[src/rtl/id_ex_pipe_stage_pkg.sv]
// id_ex_pipe_stage_pkg
//   Pipeline-wide definitions shared by the ID/EX boundary: ALU operation
//   encodings, control-bundle bit positions and the canonical NOP control
//   word. No ports; imported with `import id_ex_pipe_stage_pkg::*;`.
package id_ex_pipe_stage_pkg;

   // ALU control encoding (classic 4-bit MIPS-style ALU control field).
   localparam int ALU_OP_W = 4;
   localparam logic [ALU_OP_W-1:0] ALU_OP_AND = 4'b0000;
   localparam logic [ALU_OP_W-1:0] ALU_OP_OR  = 4'b0001;
   localparam logic [ALU_OP_W-1:0] ALU_OP_ADD = 4'b0010;
   localparam logic [ALU_OP_W-1:0] ALU_OP_SUB = 4'b0110;
   localparam logic [ALU_OP_W-1:0] ALU_OP_SLT = 4'b0111;
   localparam logic [ALU_OP_W-1:0] ALU_OP_NOR = 4'b1100;

   // Control bundle bit positions.
   localparam int CTRL_W          = 7;
   localparam int CTRL_MEM_READ   = 0;
   localparam int CTRL_MEM_WRITE  = 1;
   localparam int CTRL_MEM_TO_REG = 2;
   localparam int CTRL_REG_WRITE  = 3;
   localparam int CTRL_ALU_SRC    = 4;
   localparam int CTRL_BRANCH     = 5;
   localparam int CTRL_JUMP       = 6;

   // A bubble: ADD with the immediate selected, no side effects.
   localparam logic [CTRL_W-1:0] CTRL_NOP = CTRL_W'(1) << CTRL_ALU_SRC;

endpackage

[src/rtl/id_ex_pipe_stage_skid.sv]
// pipe_skid_buf
//   Generic elastic register pair carrying a W-bit payload with valid/ready
//   handshakes on both sides. The main entry drives out_data straight from
//   flops. With SKID_EN != 0 a second (skid) entry catches the word accepted
//   while the main entry is stalled, so in_ready is a pure flop output; with
//   SKID_EN == 0 only the main entry exists and in_ready is combinational.
//   When the main entry empties it is loaded with IDLE.
// Ports:
//   clk, rst          clock, asynchronous active-high reset
//   clear             synchronous kill of every held entry
//   in_valid/in_ready/in_data     upstream handshake and payload
//   out_valid/out_ready/out_data  downstream handshake and payload
module pipe_skid_buf #(
   parameter int             W       = 8,
   parameter int             SKID_EN = 1,
   parameter logic [W-1:0]   IDLE    = '0
) (
   input  logic         clk,
   input  logic         rst,
   input  logic         clear,
   input  logic         in_valid,
   output logic         in_ready,
   input  logic [W-1:0] in_data,
   output logic         out_valid,
   input  logic         out_ready,
   output logic [W-1:0] out_data
);

   logic         main_valid;
   logic [W-1:0] main_data;
   logic         skid_valid;
   logic [W-1:0] skid_data;
   logic         accept;
   logic         fire;
   logic         main_load;

   assign accept    = in_valid & in_ready;
   assign fire      = main_valid & out_ready;
   assign main_load = ~main_valid | fire;

   assign out_valid = main_valid;
   assign out_data  = main_data;

   // Main entry: skid has priority so acceptance order is preserved.
   always_ff @(posedge clk or posedge rst) begin
      if (rst) begin
         main_valid <= 1'b0;
         main_data  <= IDLE;
      end else if (clear) begin
         main_valid <= 1'b0;
         main_data  <= IDLE;
      end else if (main_load) begin
         if (skid_valid) begin
            main_valid <= 1'b1;
            main_data  <= skid_data;
         end else if (accept) begin
            main_valid <= 1'b1;
            main_data  <= in_data;
         end else begin
            main_valid <= 1'b0;
            main_data  <= IDLE;
         end
      end
   end

   generate
      if (SKID_EN != 0) begin : g_skid
         // Whenever main loads, the skid is either drained into main or was
         // already empty (in which case an accept went to main instead).
         always_ff @(posedge clk or posedge rst) begin
            if (rst) begin
               skid_valid <= 1'b0;
            end else if (clear || main_load) begin
               skid_valid <= 1'b0;
            end else if (accept) begin
               skid_valid <= 1'b1;
            end
         end

         // Payload only; its validity is tracked by skid_valid.
         always_ff @(posedge clk) begin
            if (accept && !main_load) begin
               skid_data <= in_data;
            end
         end

         assign in_ready = ~skid_valid;
      end else begin : g_noskid
         assign skid_valid = 1'b0;
         assign skid_data  = IDLE;
         assign in_ready   = main_load;
      end
   endgenerate

endmodule

[src/rtl/id_ex_pipe_stage.sv]
// id_ex_pipe_stage
//   ID/EX pipeline boundary. Packs the decoded instruction into one payload,
//   holds it in an elastic register pair (optional skid entry), substitutes
//   the canonical NOP whenever no instruction is held, kills everything on
//   flush and counts back-pressure cycles.
// Ports:
//   clk, rst                 clock, asynchronous active-high reset
//   in_valid, in_ready       decode-side handshake
//   flush                    synchronous kill of all held entries
//   pc, immd, data1, data2, rs1, rs2, rd, alu_op, ctrl   decoded fields in
//   out_valid, out_ready     execute-side handshake
//   *_out                    registered fields (NOP values when idle)
//   stall_cnt                saturating count of out_valid & ~out_ready cycles
module id_ex_pipe_stage
   import id_ex_pipe_stage_pkg::*;
#(
   parameter int  WORD_SIZE = 32,
   parameter int  ADDR_SIZE = 10,
   parameter int  NUM_REGS  = 32,
   parameter int  SKID_EN   = 1,
   parameter int  CNT_W     = 16,
   localparam int REG_SEL   = $clog2(NUM_REGS)
) (
   input  logic                 clk,
   input  logic                 rst,
   input  logic                 in_valid,
   output logic                 in_ready,
   input  logic                 flush,
   input  logic [ADDR_SIZE-1:0] pc,
   input  logic [WORD_SIZE-1:0] immd,
   input  logic [WORD_SIZE-1:0] data1,
   input  logic [WORD_SIZE-1:0] data2,
   input  logic [REG_SEL-1:0]   rs1,
   input  logic [REG_SEL-1:0]   rs2,
   input  logic [REG_SEL-1:0]   rd,
   input  logic [ALU_OP_W-1:0]  alu_op,
   input  logic [CTRL_W-1:0]    ctrl,
   output logic                 out_valid,
   input  logic                 out_ready,
   output logic [ADDR_SIZE-1:0] pc_out,
   output logic [WORD_SIZE-1:0] immd_out,
   output logic [WORD_SIZE-1:0] data1_out,
   output logic [WORD_SIZE-1:0] data2_out,
   output logic [REG_SEL-1:0]   rs1_out,
   output logic [REG_SEL-1:0]   rs2_out,
   output logic [REG_SEL-1:0]   rd_out,
   output logic [ALU_OP_W-1:0]  alu_op_out,
   output logic [CTRL_W-1:0]    ctrl_out,
   output logic [CNT_W-1:0]     stall_cnt
);

   localparam int PAY_W = ADDR_SIZE + 3*WORD_SIZE + 3*REG_SEL + ALU_OP_W + CTRL_W;

   // Idle payload: every field zero except the ALU op and control word.
   localparam logic [PAY_W-1:0] NOP_PAYLOAD =
      {{(PAY_W-ALU_OP_W-CTRL_W){1'b0}}, ALU_OP_ADD, CTRL_NOP};

   logic [PAY_W-1:0] in_payload;
   logic [PAY_W-1:0] out_payload;

   assign in_payload = {pc, immd, data1, data2, rs1, rs2, rd, alu_op, ctrl};

   pipe_skid_buf #(
      .W       (PAY_W),
      .SKID_EN (SKID_EN),
      .IDLE    (NOP_PAYLOAD)
   ) u_buf (
      .clk       (clk),
      .rst       (rst),
      .clear     (flush),
      .in_valid  (in_valid),
      .in_ready  (in_ready),
      .in_data   (in_payload),
      .out_valid (out_valid),
      .out_ready (out_ready),
      .out_data  (out_payload)
   );

   assign {pc_out, immd_out, data1_out, data2_out,
           rs1_out, rs2_out, rd_out, alu_op_out, ctrl_out} = out_payload;

   // Back-pressure counter; survives flush, cleared only by reset.
   always_ff @(posedge clk or posedge rst) begin
      if (rst) begin
         stall_cnt <= '0;
      end else if (out_valid && !out_ready && !(&stall_cnt)) begin
         stall_cnt <= stall_cnt + CNT_W'(1);
      end
   end

endmodule

[config.mk]
export PLATFORM = sky130hd
export DESIGN_NAME = id_ex_pipe_stage
export DESIGN_NICKNAME = d
export VERILOG_FILES = /design/src/rtl/id_ex_pipe_stage_pkg.sv /design/src/rtl/id_ex_pipe_stage_skid.sv /design/src/rtl/id_ex_pipe_stage.sv
export SDC_FILE = /design/constraint.sdc
export NUM_CORES = 1
export LEC_CHECK = 0
export CAP_MARGIN = 20
export CELL_PAD_IN_SITES_DETAIL_PLACEMENT = 1
export CELL_PAD_IN_SITES_GLOBAL_PLACEMENT = 2
export CORE_ASPECT_RATIO = 1.25
export CORE_UTILIZATION = 36
export CTS_CLUSTER_DIAMETER = 80
export DETAILED_ROUTE_END_ITERATION = 10
export GPL_TIMING_DRIVEN = 0
export HOLD_SLACK_MARGIN = 0.05
export PLACE_DENSITY = 0.94
export SLEW_MARGIN = 30
export SYNTH_ARGS = -nofsm -noshare
export SYNTH_HDL_FRONTEND = slang
export SYNTH_HIERARCHICAL = 1
export SYNTH_SLANG_ARGS = --single-unit
[constraint.sdc]
create_clock -name clk -period 34.8 [get_ports clk]
set_input_delay 5.22 -clock clk [delete_from_list [all_inputs] [get_ports clk]]
set_output_delay 5.22 -clock clk [all_outputs]
set_load 0.01 [all_outputs]
==> run_results.csv <==
group,metric,value,unit
hold_path,hold_depth,2,
cts,numCtsBuffers,34,
cts,h-tree-depth,2,
die,fp.dieArea,0.0361,mm^2
sta,maxSlewHeadroom,48.5,%
sta,fmax,125,MHz
run,maxCapViolCount,0,
layout,regArea,0.00772,mm^2
hold_path,min_from,"u_buf/skid_data[10]",
placement,detailed_place_hpwl,29200,um
setup_path,end_kind,"flop",
pwr,cellPowerDensity,49.0,mW/mm^2
sta,setup_violations,0,
sta,finalHoldViolCount,0,
yosys,netlist_area,0.0127,mm^2
die,rows,76,
sta,setup_tns,0,ns
sta,drv_slew,0,
layout,drive_gt1_share,14.5,%
cts,cts_resized,0,
layout,final_cells,1819,
cts,clk_latency,0.52,ns
yosys,synth_area_per_cell,13.0,um^2
layout,utilization,50.5,%
yosys,yosysTopAreaCellShare,31.2,%
detailed_routing,via_per_inst,5.35,
detailed_routing,firstDrtPassIters,5,
setup_path,critPathLaunchType,"input pin",
sta,post-route-min-period,8.00,ns
yosys,synth_nets,1118,
layout,final_cell_mix,"284 x clkdlybuf4s50_1, 148 x dfrtp_1, 133 x nand2_1, 132 x edfxtp_1, 130 x nand3b_1",
global_routing,grt_first_pass_wirelength,63100,um
hold_path,holdCritPathClass,"flop to flop",
placement,dp.cells,1751,
sta,setup_slack,26.80,ns
setup_path,regToRegSetupSlack,31.54,ns
setup_path,path_common_cell,"buf_4",
yosys,synth_flop_cell,"dfrtp_1",
sta,clock_skew,0.0180,ns
die,start_util,36.7,%
global_routing,grt_overflow,0,
yosys,yosys.area.top_type,"edfxtp_1",
setup_path,criticalPathCategory,"input pin to flop",
layout,areaGrowthSynthToFinish,37.6,%
setup_path,path_max_fanout,10,
placement,io_buffers,284,
yosys,ys_ff_latch,282,
layout,nets,1457,
pwr,peakVddDrop,39.3,uV
placement,dpl_worst_slack,26.25,ns
yosys,synth_edf_count,132,
setup_path,r2r_end,"u_buf/skid_data[131]",
detailed_routing,detail_route.wl_per_cell,22.3,um
setup_path,r2r_cells,9,
detailed_routing,vias,9725,
yosys,synthTopCellsByArea,"edfxtp_1 31%, dfrtp_1 29%, nand3b_1 7.7%, nor3b_1 7.2%, a311oi_2 5.9%",
layout,fill_cells,3591,
cts,cts_root_buf,"clkbuf_16",
setup_path,path_cells,"clkdlybuf4s50_1, buf_6, nand2b_4, buf_6, clkbuf_1, nor3b_2, buf_6, buf_4, buf_4, buf_4, buf_4",
detailed_routing,route.detailed.drc,0,
layout,multi_input_comb_area,0.00447,mm^2
detailed_routing,drt-initial-drc-count,588,
detailed_routing,ant_nets,0,
yosys,yosysSeqAreaShare,60.7,%
placement,routabilityCongestion,0.790,
run_status,status,"finished clean",
layout,final_common_cell,"clkdlybuf4s50_1",
setup_path,worstReg2RegStart,"u_buf/out_valid",
global_routing,grt_pass1_vias,10900,
die,core,0.0346,mm^2
cts,clkSinkCount,282,
yosys,ys_types,44,
sta,worst_pin_slew,0.772,ns
setup_path,slowest_stage,"nor3b_2",
sta,fin_crit_sh,23.0,%
die,chipHeight,212,um
yosys,syn_inst,980,
global_routing,grt_max_degree,69,
cts,clk_path_buf_depth,3,
sta,grt_setup_unrepaired,"false",
cts,hold_buffers,0,
global_routing,antenna_found_initial,7,
yosys,async_reset_ff_share,53.2,%
yosys,yosys_warnings,6,
cts,cts_tree,"done",
pwr,power_leakage,0.00620,uW
cts,postCtsSetupBuffers,0,
detailed_routing,drt-total-wl,40600,um
hold_path,holdPathEnd,"u_buf/out_data[10]",
global_routing,track_usage,22.8,%
setup_path,cp.arrival,8.21,ns
cts,clk_pin_slew,0.06,ns
setup_path,crit_path_max_incr_delay,0.66,ns
die,io-pin-count,287,
die,die-width,170,um
sta,fin_hold_ws,0.548,ns
setup_path,crit_required,35.02,ns
## flip-flops by register name, indices dropped and copies added, names as in the netlist
register          cells
stall_cnt            16
u_buf/skid_valid      1
u_buf/skid_data     132
u_buf/out_data      132
u_buf/out_valid       1
## critical path: cells and delay by family
kind                   cells  cell delay (ns)
buffers and inverters      9             2.18
and+or+nand+nor            2             0.80
## metal layers
| metal | vias to the layer above | share of wire [%] | GRT usage, % |
|---|---|---|---|
| met5 | - | 0.10 | 0 |
| met4 | 6 | 3.7 | 10.6 |
| met3 | 78 | 5.4 | 4.95 |
| met2 | 271 | 51 | 39.2 |
| met1 | 4944 | 40 | 27.1 |
| li1 | 4426 | - | - |
## stage by stage
step | area (um^2) | total power [uW]
3_5_place_dp | 16300 | 499
4_1_cts | 17500 | 865
3_3_place_gp | 16100 | 496
2_1_floorplan | 12700 | 434
6_report | 17500 | 857
5_1_grt | 17500 | 886
## logic make-up after synthesis
logic type | synth area share [%]
mux | 0.384
simple gates | 22.0
compound gates | 12.0
fa+ha+maj | 0.0984
buf+inv | 4.17
flops | 60.7
xor+xnor | 0.620
## how the worst max path moves through the flow
stage | from | end | cells past startpoint
after detailed placement | out_ready | u_buf/skid_data[131] | 11
after global routing | out_ready | u_buf/skid_data[131] | 11
after global placement | out_ready | u_buf/skid_data[130] | 6
final | out_ready | u_buf/skid_data[131] | 11
after floorplan | out_ready | u_buf/skid_data[0] | 5
after CTS | out_ready | u_buf/skid_data[131] | 11
## where the power goes
part | leakage, uW | switching, uW | internal, uW
clock network | 0.000566 | 141 | 224
logic | 0.00245 | 56.4 | 57.7
registers | 0.00318 | 11.8 | 366
## Yosys cell counts (2+ instances only)
cell      instances
o21ai_0           2
xor2_1            7
nor3b_2          10
nand3_1           6
and3_1            2
dfrtp_1         148
mux2_2            2
a311o_1           2
dfstp_2           2
a311oi_2         50
nand3b_1        130
clkbuf_1         49
edfxtp_1        132
or3b_1            2
nor3_1            8
a21oi_1           3
and3b_1           2
nand2_1         133
nand4_1           4
inv_1             5
buf_2            43
nor3b_1         122
nor2_1            4
nand2b_1          4
xnor2_1           2
a311oi_1         80
buf_6             9
## area by class of cell
type	instances	share of cell area, %
Buffer	103	2.92
Antenna cell	6	0.0858
Clock inverter	9	0.544
Clock buffer	53	6.04
Multi-Input combinational cell	590	25.5
Timing Repair Buffer	303	17.2
Sequential cell	282	44.1
Tap cell	468	3.35
Inverter	5	0.150
Note: power is estimated with default switching activity, not from simulation.
